--- config.mk ---
export PLATFORM = sky130hd
export DESIGN_NAME = button_led_scheduler_flat
export DESIGN_NICKNAME = d
export VERILOG_FILES = /design/src/rtl/button_led_if.sv /design/src/rtl/button_led_scheduler.sv /design/src/flat_wrapper.sv
export SDC_FILE = /design/constraint.sdc
export NUM_CORES = 1
export LEC_CHECK = 0
export ABC_CLOCK_PERIOD_IN_PS = 4200
export CAP_MARGIN = 10
export CORE_AREA = 10 10 71 133
export CTS_CLUSTER_SIZE = 12
export DETAILED_ROUTE_END_ITERATION = 16
export DIE_AREA = 0 0 81 143
export PLACE_DENSITY_LB_ADDON = 0.08
export SETUP_SLACK_MARGIN = 0.5
export SYNTH_ARGS = -nofsm -noshare
export SYNTH_HDL_FRONTEND = slang
export SYNTH_SLANG_ARGS = --single-unit
--- constraint.sdc ---
create_clock -name clk -period 4.2 [get_ports clk]
set_input_delay 0.42 -clock clk [delete_from_list [all_inputs] [get_ports clk]]
set_output_delay 0.42 -clock clk [all_outputs]
set_load 0.02 [all_outputs]
--- src/rtl/button_led_if.sv ---
// Button/LED bundle between the push-button front panel and the blink scheduler.
interface button_led_if;
  logic [3:0] btn;
  logic       led;
  logic [1:0] owner;
  logic       owner_valid;
  logic       done;

  modport master (output btn, input led, owner, owner_valid, done);
  modport slave  (input btn, output led, owner, owner_valid, done);
endinterface

--- src/rtl/button_led_scheduler.sv ---
// Four debounced buttons queue press-release events; a round-robin FSM serves each
// by blinking the shared LED (button k gives k+1 blinks).
module button_debounce #(
  parameter int DB_CYCLES = 4
) (
  input  logic clk,
  input  logic rst,
  input  logic btn,
  output logic rel
);
  logic       s1, s2, db, db_q;
  logic [7:0] cnt;

  always_ff @(posedge clk or posedge rst) begin
    if (rst) begin
      s1   <= 1'b0;
      s2   <= 1'b0;
      db   <= 1'b0;
      db_q <= 1'b0;
      cnt  <= '0;
    end else begin
      s1   <= btn;
      s2   <= s1;
      db_q <= db;
      if (s2 == db) cnt <= '0;
      else if (cnt == 8'(DB_CYCLES - 1)) begin
        db  <= ~db;
        cnt <= '0;
      end else cnt <= cnt + 8'd1;
    end
  end

  // Event is the debounced release, seen one edge after db falls.
  assign rel = db_q & ~db;
endmodule

module button_led_scheduler #(
  parameter int DB_CYCLES  = 4,
  parameter int BLINK_HALF = 8
) (
  input logic        clk,
  input logic        rst,
  button_led_if.slave bus
);
  typedef enum logic [1:0] {IDLE, ON, OFF} state_t;

  state_t     state;
  logic [3:0] rel, pending, clr;
  logic [1:0] rr, pick, owner, blink;
  logic [7:0] phase;
  logic       hit, grant, led, owner_valid, done;

  for (genvar i = 0; i < 4; i++) begin : g_db
    button_debounce #(.DB_CYCLES(DB_CYCLES)) u_db (
      .clk(clk), .rst(rst), .btn(bus.btn[i]), .rel(rel[i])
    );
  end

  // Round-robin pick: descending scan so the nearest index after rr wins.
  always_comb begin
    logic [1:0] idx;
    hit  = 1'b0;
    pick = rr;
    idx  = rr;
    for (int k = 3; k >= 0; k--) begin
      idx = rr + 2'(k);
      if (pending[idx]) begin
        hit  = 1'b1;
        pick = idx;
      end
    end
  end

  // No grant during the done cycle keeps an idle, dark gap between sequences.
  assign grant = (state == IDLE) && !done && hit;
  assign clr   = grant ? (4'b0001 << pick) : 4'b0000;

  always_ff @(posedge clk or posedge rst) begin
    if (rst) pending <= '0;
    else     pending <= (pending & ~clr) | rel;
  end

  always_ff @(posedge clk or posedge rst) begin
    if (rst) begin
      state       <= IDLE;
      led         <= 1'b0;
      owner       <= '0;
      owner_valid <= 1'b0;
      done        <= 1'b0;
      rr          <= '0;
      phase       <= '0;
      blink       <= '0;
    end else begin
      done <= 1'b0;
      case (state)
        IDLE: if (grant) begin
          state       <= ON;
          owner       <= pick;
          rr          <= pick + 2'd1;
          led         <= 1'b1;
          owner_valid <= 1'b1;
          phase       <= '0;
          blink       <= '0;
        end
        ON: begin
          if (phase == 8'(BLINK_HALF - 1)) begin
            state <= OFF;
            led   <= 1'b0;
            phase <= '0;
          end else phase <= phase + 8'd1;
        end
        OFF: begin
          if (phase == 8'(BLINK_HALF - 1)) begin
            phase <= '0;
            if (blink == owner) begin
              state       <= IDLE;
              owner_valid <= 1'b0;
              done        <= 1'b1;
            end else begin
              state <= ON;
              led   <= 1'b1;
              blink <= blink + 2'd1;
            end
          end else phase <= phase + 8'd1;
        end
        default: state <= IDLE;
      endcase
    end
  end

  assign bus.led         = led;
  assign bus.owner       = owner;
  assign bus.owner_valid = owner_valid;
  assign bus.done        = done;
endmodule
--- src/flat_wrapper.sv ---
// flat-port wrapper written by rule: the top's interface ports become plain ports
module button_led_scheduler_flat 
#(
  parameter int DB_CYCLES  = 4,
  parameter int BLINK_HALF = 8
)
  (clk, rst, bus_btn, bus_led, bus_owner, bus_owner_valid, bus_done);
  button_led_if bus_i ();
  input logic clk;
  input logic rst;
  input wire logic [$bits(bus_i.btn)-1:0] bus_btn;
  output wire logic [$bits(bus_i.led)-1:0] bus_led;
  output wire logic [$bits(bus_i.owner)-1:0] bus_owner;
  output wire logic [$bits(bus_i.owner_valid)-1:0] bus_owner_valid;
  output wire logic [$bits(bus_i.done)-1:0] bus_done;
  assign bus_i.btn = bus_btn;
  assign bus_led = bus_i.led;
  assign bus_owner = bus_i.owner;
  assign bus_owner_valid = bus_i.owner_valid;
  assign bus_done = bus_i.done;
  button_led_scheduler #(.DB_CYCLES(DB_CYCLES), .BLINK_HALF(BLINK_HALF)) u_core (.clk(clk), .rst(rst), .bus(bus_i));
endmodule
; ---- Yosys cells after proc, flatten, opt, wreduce, memory -nomap -nowiden
; Cells that the tools add are included.
[word_totals]
register_bits = 71
inputBits = 6
elab_cells = 142
[classes]
add_sub_neg = 10
magnitude_cmp = 4
n_eq_ne = 17
shift = 1
mux = 48
n_bitwise = 15
reduce_logical = 18
[op_table]
columns = operator, n
row1 = $mux 8, 10
row2 = $add 8x1->8 const B, 5
row3 = $eq 8x2->1 const B, 4
row4 = $mux 2, 10
row5 = $mux 1, 18
row6 = $pmux 8 s2, 1
row7 = $lt 2x3->1 const B, 4
row8 = $reduce_and 2->1, 6
row9 = $bmux 1 s2, 4
row10 = $eq 8x3->1 const B, 1
row11 = $ne 2x1->1 const B, 4
row12 = $not 1->1, 8
row13 = $reduce_and 4->1, 2
row14 = $add 2x1->2 const B, 3
row15 = $pmux 2 s3, 1
row16 = $reduce_and 5->1, 1
row17 = $add 2x2->2 const B, 2
row18 = $and 1x1->1, 4
row19 = $and 4x4->4, 1
row20 = $eq 1x1->1, 4
row21 = $mux 4, 1
row22 = $not 4->4, 1
row23 = $or 4x4->4, 1
row24 = $pmux 2 s2, 1
row25 = 14 further kinds, 16

; ---- Logic depth before layout (Yosys ltp)
; Gate-level depths: netlist of run 1.
[depth]
word_depth = 12
ltp_mapped = 7
ltp_nobuf = 7

; ---- Modules after synthesis
; From an unflattened synthesis of run 1, not the netlist that was laid out.
[hier_totals]
cells_unflattened = 330
hier_area_um2 = 3452.1
[by_module_without_submodules]
columns = mod, instances, cells_per_inst, area_per_inst_um2, seq_area_each_um2
row1 = button_debounce, 4, 47, 528.0, 300.3
row2 = button_led_scheduler, 1, 142, 1340.0, 575.6

; ---- Worst setup path after synthesis of run 1
; Ideal clock, no wire load.
[synth_path]
kind = reg-to-reg
start = reg u_core.phase[5]
end = reg u_core.blink[1]
arrival_time_ps = 1954
setup_slack_ps = 2113
stages_incl_launch_ff = 7
path_buffers = 1
synth_period_minus_slack_ps = 2087
cell_sequence = dfrtp_1 > or4_4 > or3_1 > buf_6 > o21a_1 > o31ai_2 > o41ai_2
[synth_between]
elab_chain_len = 3
[synth_lines]
columns = element, line
row1 = start: declaration, button_led_scheduler.sv:50  ; logic [7:0] phase;
row2 = start signal: assignment, button_led_scheduler.sv:110  ; end else phase <= phase + 8'd1;
row3 = start signal: assignment, button_led_scheduler.sv:124  ; end else phase <= phase + 8'd1;
row4 = $eq 8x3->1, button_led_scheduler.sv:113  ; if (phase == 8'(BLINK_HALF - 1)) begin
row5 = $ne 2x1->1 (no line), n/a
row6 = $reduce_and 4->1 (no line), n/a
row7 = end signal: assignment, button_led_scheduler.sv:122  ; blink <= blink + 2'd1;
row8 = end: declaration, button_led_scheduler.sv:49  ; logic [1:0] rr, pick, owner, blink;
; No other way between the ends.
; A chain may end at the register's enable or synchronous reset.

; ---- Worst setup path in the final report of run 1
[layout_path]
start = reg u_core.state[0]
end = reg u_core.phase[4]
[layout_between]
elab_chain_len = 5
word_cells_on_any_way = 10
[layout_lines]
columns = element, line
row1 = start: declaration, button_led_scheduler.sv:47  ; state_t state;
row2 = start signal: assignment, button_led_scheduler.sv:85  ; state <= IDLE;
row3 = start signal: assignment, button_led_scheduler.sv:97  ; state <= ON;
row4 = start signal: assignment, button_led_scheduler.sv:107  ; state <= OFF;
row5 = $logic_not 2->1, "button_led_scheduler.sv:75, button_led_scheduler.sv:95"
row6 = $logic_and 1x1->1 (2 in a row), button_led_scheduler.sv:75  ; assign grant = (state == IDLE) && !done && hit;
row7 = $ne 2x1->1 (no line), n/a
row8 = $reduce_and 2->1 (no line), n/a
; Parallel ways exist; a longest one is shown, timed or not.

==> impl_metrics.tcl, run 1 <==
set metrics [dict create \
    cts_tree "done" \
    detail-route-antenna-nets 0 \
    wl_um 6290 \
    clk_pin_slew_ps 50 \
    drc 0 \
    syn_area_um2 3200 \
    place_hpwl_um 4660 \
    area_growth_pct 15.5 \
    synth-seq-cells 71 \
    wl_per_cell_um 15.1 \
    leakage_nw 1.71 \
    total_power_mw 2.30 \
    r2r-end "u_core.phase[4]" \
    status "complete, no violations" \
    finalNonFillerCells 417 \
    io_buffers 10 \
    holdWs_ps 346 \
    grt-ovfl-total 0 \
    grt_pass1_vias 2336 \
    ys_top_cells_by_count "71 x dfrtp_1, 37 x nor2_1, 26 x xor2_1" \
    slew_violations 0 \
    drt_pass1_iterations 4 \
    reg2reg_from "u_core.state[0]" \
    tns_ps 0 \
    place_inst 403 \
    critical_path_class "reg -> reg" \
    power_frac_comb 0.255 \
    vias 2236 \
    synth_flop_cell "dfrtp_1" \
    finalCritPeriodShare 0.563 \
    startpoint_type "flop" \
    core_um2 7270 \
    yosysSeqAreaShare 0.554 \
    power_switching_uw 757 \
    p_sw_frac 0.330 \
    required_ps 4470 \
    synth_top_area_cell "dfrtp_1" \
    max_freq_mhz 423 \
    yosysMostFrequentCell "dfrtp_1" \
    worst_slew_pin_slew_ps 693 \
    hold_class "reg -> reg" \
    powerDensity_nw_per_um2 620 \
    die_h_um 143 \
    rsz0062_at_grt "no" \
    diodes 0 \
    clkSinkCount 71 \
    gp_congestion 0.805 \
    skew_ps 3.71 \
    ctsHoldBuffers 0 \
    p_int_mw 1.54 \
    crit_path_end_kind "flop" \
    peakVddDrop_mv 0.327 \
    grt_pass1_wl_um 10900 \
    cts_setup_buffers 0 \
    num_rows 44 \
    antenna_found_initial 0 \
    grt_use_total 0.122 \
    start_util 0.441 \
    syn_nets 316 \
    regToRegSetupSlack_ps 1840 \
    clockBufferDepth 2 \
    grt_max_degree 33 \
    rr_worst_depth 7 \
    syn_avg_cell_area_um2 10.6 \
    crit_fanout 10 \
    drive_above_1_share 0.0738 \
    syn_inst 301 \
    num_io_pins 11 \
    clkLatencyLatePin_ps 330 \
    arrival_ps 2630 \
    finalSetupViolations 0 \
    htreeDepth 3 \
    maxCapViolCount 0 \
    die_x_um 81 \
    timing.final.hold_violations 0 \
    endpoint "u_core.phase[4]" \
    maxSlewHeadroom 0.537 \
    nets 337 \
    cts-root-buf "clkbuf_16" \
    synthArstFlopShare 1.00 \
    seqPwrFrac 0.428 \
    cts_resized 0 \
    synth_cell_types 38 \
    yosys_warnings 0 \
    vias_per_cell 5.36 \
    die_area_um2 11600 \
    synth_edf_count 0 \
    p_clk_frac 0.317 \
    timing.final.crit_period_ps 2360 \
    startpoint "u_core.state[0]" \
    synth.top_cell.area_share 0.554 \
    synth.area.top_cells "dfrtp_1 55%, xor2_1 7.1%, nor2_1 4.3%" \
    cts_buffers 9 \
    drtIter0Drc 135 \
]
[worst max-delay path: stages, from the launching register on]
cell and delay [ps]:
dfrtp_1 400, inv_1 110, ha_1 200, inv_1 100, nor3_1 450, a21oi_1 270
or4b_2 680, nand2_1 80
[registers in the layout, summed over array words and instances (netlist names), 2 cells and up]
signal / count
u_core.rr: 2
u_core.g_db.u_db.db: 4
u_core.g_db.u_db.s2: 4
u_core.pending: 4
u_core.g_db.u_db.s1: 4
u_core.state: 2
u_core.blink: 2
u_core.phase: 8
u_core.bus.owner: 2
u_core.g_db.u_db.db_q: 4
u_core.g_db.u_db.cnt: 32
[placed cells by master, fill, tap and decap left out, drive strengths merged, types with 6 or more instances in the layout]
master | netlist | layout
ha | 9 | 9
nand2 | 16 | 16
nand3 | 25 | 25
nor2 | 37 | 37
and3 | 14 | 14
o31ai | 6 | 6
xor2 | 26 | 26
inv | 12 | 12
o21ai | 20 | 20
dfrtp | 71 | 71
clkdlybuf4s50 | 0 | 10
clkbuf | 1 | 13
[layout make-up]
| type | instances | area (um^2) |
|---|---|---|
| timing repair buffer | 12 | 115 |
| sequential | 71 | 1780 |
| fill | 686 | 3570 |
| clock buffer | 13 | 250 |
| clock inverter | 1 | 30.0 |
| multi-input combinational | 216 | 1370 |
| tap | 92 | 115 |
| inverter | 12 | 45.0 |
[metrics by stage]
| step | instance area, um^2 | worst slack [ps] | util |
|---|---|---|---|
| floorplan | 3200 | 1980 | - |
| global placement | 3420 | 1990 | 0.471 |
| detailed placement | 3420 | 1870 | 0.471 |
| CTS | 3700 | 1830 | 0.509 |
| global route | 3700 | 1570 | 0.509 |
| finish | 3700 | 1840 | 0.509 |
[power groups by stage]
stage	Sequential (mW)	Combinational, mW	Clock [mW]
detailed placement	0.994	0.597	0
floorplan	0.959	0.433	0
finish	0.983	0.585	0.727
CTS	0.985	0.599	0.746
global route	1.01	0.675	0.772
global placement	0.991	0.586	0
[worst min path at each step]
stage | from | endpoint | cells past startpoint
final | u_core.g_db[2].u_db.s1 | u_core.g_db[2].u_db.s2 | 0
after global routing | u_core.g_db[2].u_db.s1 | u_core.g_db[2].u_db.s2 | 0
after global placement | u_core.g_db[2].u_db.s1 | u_core.g_db[2].u_db.s2 | 0
after CTS | u_core.g_db[1].u_db.s1 | u_core.g_db[1].u_db.s2 | 0
after floorplan | u_core.g_db[0].u_db.s1 | u_core.g_db[0].u_db.s2 | 0
after detailed placement | u_core.g_db[1].u_db.s1 | u_core.g_db[1].u_db.s2 | 0
[layer usage]
layer / global-route usage / vias up / wire [um]
met4: 0.0715 / 0 / 184
met3: 0.0289 / 12 / 149
met2: 0.218 / 18 / 3580
met1: 0.122 / 1104 / 2380
met5: 0 / - / 0
li1: - / 1102 / -
[logic make-up after synthesis]
kind of cell,count (synthesis),share of synthesized area
DFF,71,0.554
buffers and inverters,14,0.0187
AOI/OAI and AO/OA,50,0.102
xor gates and xnor gates,30,0.0820
and+or+nand+nor,123,0.193
muxes,4,0.0141
adders and majority gates,9,0.0351
No activity file was read; power rests on OpenSTA's default activity.
==> run 2, diff against run 1 <==
ABC_CLOCK_PERIOD_IN_PS = 2200   (was 4200)
clock period = 2.2 ns   (was 4.2 ns; I/O delays follow)
==> impl_metrics.tcl, run 2 (synthesized netlist as in run 1, its figures left out) <==
set metrics [dict create \
    leakage_nw 1.85 \
    status "complete, no violations" \
    grt_pass1_wl_um 10900 \
    worst_slew_pin_slew_ps 482 \
    r2r-end "u_core.blink[1]" \
    max_freq_mhz 500 \
    gp_congestion 0.830 \
    antenna_found_initial 0 \
    cts_tree "done" \
    crit_fanout 5 \
    grt_use_total 0.122 \
    timing.final.crit_period_ps 2000 \
    die_x_um 81 \
    rsz0062_at_grt "yes" \
    nets 354 \
    critical_path_class "reg -> reg" \
    maxSlewHeadroom 0.678 \
    grt-ovfl-total 0 \
    core_um2 7270 \
    biggestRegsByFlops "u_core.g_db.u_db.cnt (32), u_core.phase (8)" \
    wl_um 6570 \
    final.fill_count 651 \
    wl_per_cell_um 15.2 \
    num_io_pins 11 \
    reg2reg_from "u_core.phase[7]" \
    clkSinkCount 71 \
    slowest_stage "or4_4" \
    drc 0 \
    final_util 0.555 \
    crit_path_end_kind "flop" \
    place_hpwl_um 4490 \
    cts-root-buf "clkbuf_16" \
    powerDensity_nw_per_um2 1190 \
    regToRegSetupSlack_ps 200 \
    drtIter0Drc 56 \
    maxCapViolCount 0 \
    arrival_ps 2210 \
    die_h_um 143 \
    cts_buffers 9 \
    die_area_um2 11600 \
    area_growth_pct 26.0 \
    largest_reg_flops 32 \
    num_rows 44 \
    final_common_cell "dfrtp_1" \
    drive_above_1_share 0.194 \
    start_util 0.441 \
    place_inst 407 \
    diodes 0 \
    startpoint_type "flop" \
    grt_max_degree 44 \
    grt_pass1_vias 2389 \
    drt_pass1_iterations 4 \
    final_cell_mix "70 x dfrtp_1, 37 x nor2_1, 26 x xor2_1" \
    skew_ps 7.33 \
    detail-route-antenna-nets 0 \
    top_register "u_core.g_db.u_db.cnt" \
    clk_pin_slew_ps 50 \
    hold_class "in -> async" \
    htreeDepth 3 \
    finalSetupViolations 0 \
    vias_per_cell 5.30 \
    peakVddDrop_mv 0.712 \
    crit_chain "or4_4, or3_4, o21a_1, o31ai_2, o41ai_2" \
    clkLatencyLatePin_ps 330 \
    tns_ps 0 \
    vias 2296 \
    rr_worst_depth 5 \
    slew_violations 0 \
    slowest_delay_ps 540 \
    clockBufferDepth 2 \
    total_power_mw 4.81 \
    required_ps 2400 \
    ctsHoldBuffers 0 \
    finalNonFillerCells 433 \
    io_buffers 10 \
    timing.final.hold_violations 0 \
    finalCritPeriodShare 0.910 \
]
==> run 2: worst max path at each step <==
stage,startpoint,slack (ps),to,cells after the start
floorplan,u_core.phase[5],210,u_core.blink[1],6
global placement,u_core.phase[5],200,u_core.blink[1],5
detailed placement,u_core.phase[5],150,u_core.blink[1],5
CTS,u_core.phase[7],230,u_core.blink[1],5
global route,u_core.phase[7],180,u_core.blink[1],5
finish,u_core.phase[7],200,u_core.blink[1],5
==> run 2: timing repair <==
action                                  in CTS  in global routing
setup buffers                               10                  3
pin swaps                                    4                  6
resized for setup                            9                 19
endpoints found under the setup margin      17                 20
==> run 2: metal layers <==
layer  vias up  global-route usage  share of wire  routed length, um
li1       1126                   -              -                  -
met1      1114               0.127           0.40               2630
met2        38               0.206           0.54               3530
met3        18              0.0346          0.026                170
met4         0              0.0779          0.035                232
met5         -                   0              0                  0
==> run 2: layout make-up <==
cell class	count	area (um^2)	area share
clock inverters	1	30.0	0.00744
multi-input cells	216	1540	0.382
flip-flops and latches	71	1780	0.440
clock buffers	12	256	0.0635
well taps	92	115	0.0285
inverters	12	53.8	0.0133
repair buffers	29	263	0.0651
==> run 2: power breakdown <==
group	total [mW]	internal, mW	switching (mW)
registers	1.89	1.59	0.307
logic	1.51	0.707	0.798
clock network	1.41	0.920	0.492
==> run 2: critical path: cells and delay by family, from the launching register on <==
kind / cells / cell delay, ps
simple gates: 2 / 920
flops: 1 / 390
compound gates: 3 / 570
==> run 2: stage by stage <==
stage,worst slack (ps),cell area [um^2],hold slack [ps]
4_1_cts,232,3930,275
6_report,198,4040,267
5_1_grt,182,4040,292
2_1_floorplan,214,3270,251
3_5_place_dp,150,3530,335
3_3_place_gp,195,3530,333
==> run 3, diff against run 2 <==
CORE_AREA = 10 10 96 98   (was 10 10 71 133)
DIE_AREA = 0 0 106 108   (was 0 0 81 143)
GPL_ROUTABILITY_DRIVEN = 0   (was unset)
==> impl_metrics.tcl, run 3 (synthesized netlist as in run 1, its figures left out) <==
set metrics [dict create \
    die_area_um2 11400 \
    required_ps 2430 \
    largest_reg_flops 32 \
    drive_above_1_share 0.220 \
    clockBufferDepth 2 \
    grt_pass1_wl_um 10600 \
    worst_slew_pin_slew_ps 520 \
    top_register "u_core.g_db.u_db.cnt" \
    cp.buffers_inverters 0 \
    drtIter0Drc 63 \
    crit_cells 5 \
    drt_pass1_iterations 4 \
    cts-root-buf "clkbuf_8" \
    clkSinkCount 71 \
    slowest_delay_ps 540 \
    num_io_pins 11 \
    num_rows 32 \
    grt_max_degree 29 \
    start_util 0.430 \
    cts_buffers 9 \
    grt-ovfl-total 0 \
    critPathTopFamily "simple AND/OR/NAND/NOR gates" \
    maxSlewHeadroom 0.653 \
    tns_ps 0 \
    final_cell_mix "70 x dfrtp_1, 36 x nor2_1, 26 x xor2_1" \
    crit_chain "or4_4, or3_4, o21a_1, o31ai_2, o41ai_2" \
    final_common_cell "dfrtp_1" \
    timing.final.crit_period_ps 1930 \
    crit_fanout 5 \
    htreeDepth 3 \
    biggestRegsByFlops "u_core.g_db.u_db.cnt (32), u_core.phase (8)" \
    wl_per_cell_um 13.4 \
    skew_ps 17.0 \
    max_freq_mhz 517 \
    slew_violations 0 \
    grt_pass1_vias 2314 \
    rsz0062_at_grt "yes" \
    slowest_stage "or4_4" \
    wl_um 6070 \
    place_hpwl_um 3960 \
    r2r-end "u_core.blink[1]" \
    drc 0 \
    holdWs_ps 256 \
    clk_pin_slew_ps 90 \
    core_um2 7450 \
    io_buffers 10 \
    crit_path_end_kind "flop" \
    leakage_nw 1.88 \
    nets 360 \
    timing.final.hold_violations 0 \
    vias_per_cell 5.07 \
    rr_worst_depth 5 \
    clkLatencyLatePin_ps 340 \
    powerDensity_nw_per_um2 1170 \
    antenna_found_initial 0 \
    regToRegSetupSlack_ps 270 \
    startpoint_type "flop" \
    finalSetupViolations 0 \
    vias 2290 \
    peakVddDrop_mv 0.442 \
    diodes 0 \
    detail-route-antenna-nets 0 \
    finalCritPeriodShare 0.879 \
    die_x_um 106 \
    maxCapViolCount 0 \
    status "complete, no violations" \
    reg2reg_from "u_core.phase[7]" \
    hold_class "in -> async" \
    critical_path_class "reg -> reg" \
    area_growth_pct 26.4 \
    die_h_um 108 \
    cts_tree "done" \
    arrival_ps 2160 \
    grt_use_total 0.113 \
]
[run 3: cell types whose count changed in the layout (fill, tap and decap cells not counted), moves of 5 or more]
cell	change
clkbuf_16	-9
clkbuf_8	+9
o21ai_0	-5
o21ai_1	+7
[run 3: layer usage]
metal	track usage	share of wire	up-vias
met1	0.144	0.48	1120
met2	0.178	0.48	16
met4	0.0600	0.016	0
met5	0	0	-
met3	0.0232	0.020	8
li1	-	-	1146
[run 3: how the worst max path moves through the flow]
stage                                 end  slack, ps       startpoint
after CTS                 u_core.blink[1]        260  u_core.phase[7]
after global placement    u_core.blink[1]        200  u_core.phase[5]
final                     u_core.blink[1]        270  u_core.phase[7]
after global routing      u_core.blink[1]        210  u_core.phase[7]
after floorplan           u_core.blink[1]        210  u_core.phase[5]
after detailed placement  u_core.blink[1]        140  u_core.phase[5]
[run 3: final cells by class]
type / count / area [um^2]
flip-flops and latches: 71 / 1780
fillers: 698 / 3400
multi-input cells: 216 / 1520
inverters: 12 / 53.8
well taps: 102 / 128
clock inverters: 5 / 78.8
clock buffers: 11 / 151
repair buffers: 35 / 343
[run 3: metrics by stage]
stage	setup WS [ps]	util	instance area, um^2	power (mW)	std cells
floorplan	214	-	3270	2.77	301
global placement	199	0.477	3550	3.13	417
detailed placement	143	0.477	3550	3.15	417
CTS	260	0.529	3940	4.56	448
global route	207	0.544	4050	5.04	452
finish	266	0.544	4050	4.73	452
[run 3: what timing repair did]
action	CTS	global route
resized for setup	10	24
hold buffers	0	0
setup endpoints to repair	16	22
pin swaps	6	9
gates cloned	0	0
setup buffers	15	4
hold endpoints to repair	0	0
[run 3: worst reg2reg max path: cells and delay by family, from the launching register on]
kind / cells / cell delay (ps)
AOI/OAI and AO/OA: 3 / 530
DFF: 1 / 390
and+or+nand+nor: 2 / 920
[run 3: power by group]
group	internal [mW]	total, mW	switching [mW]
sequential	1.58	1.84	0.262
clock	0.701	1.19	0.489
combinational	0.831	1.70	0.868
total	3.11	4.73	1.62
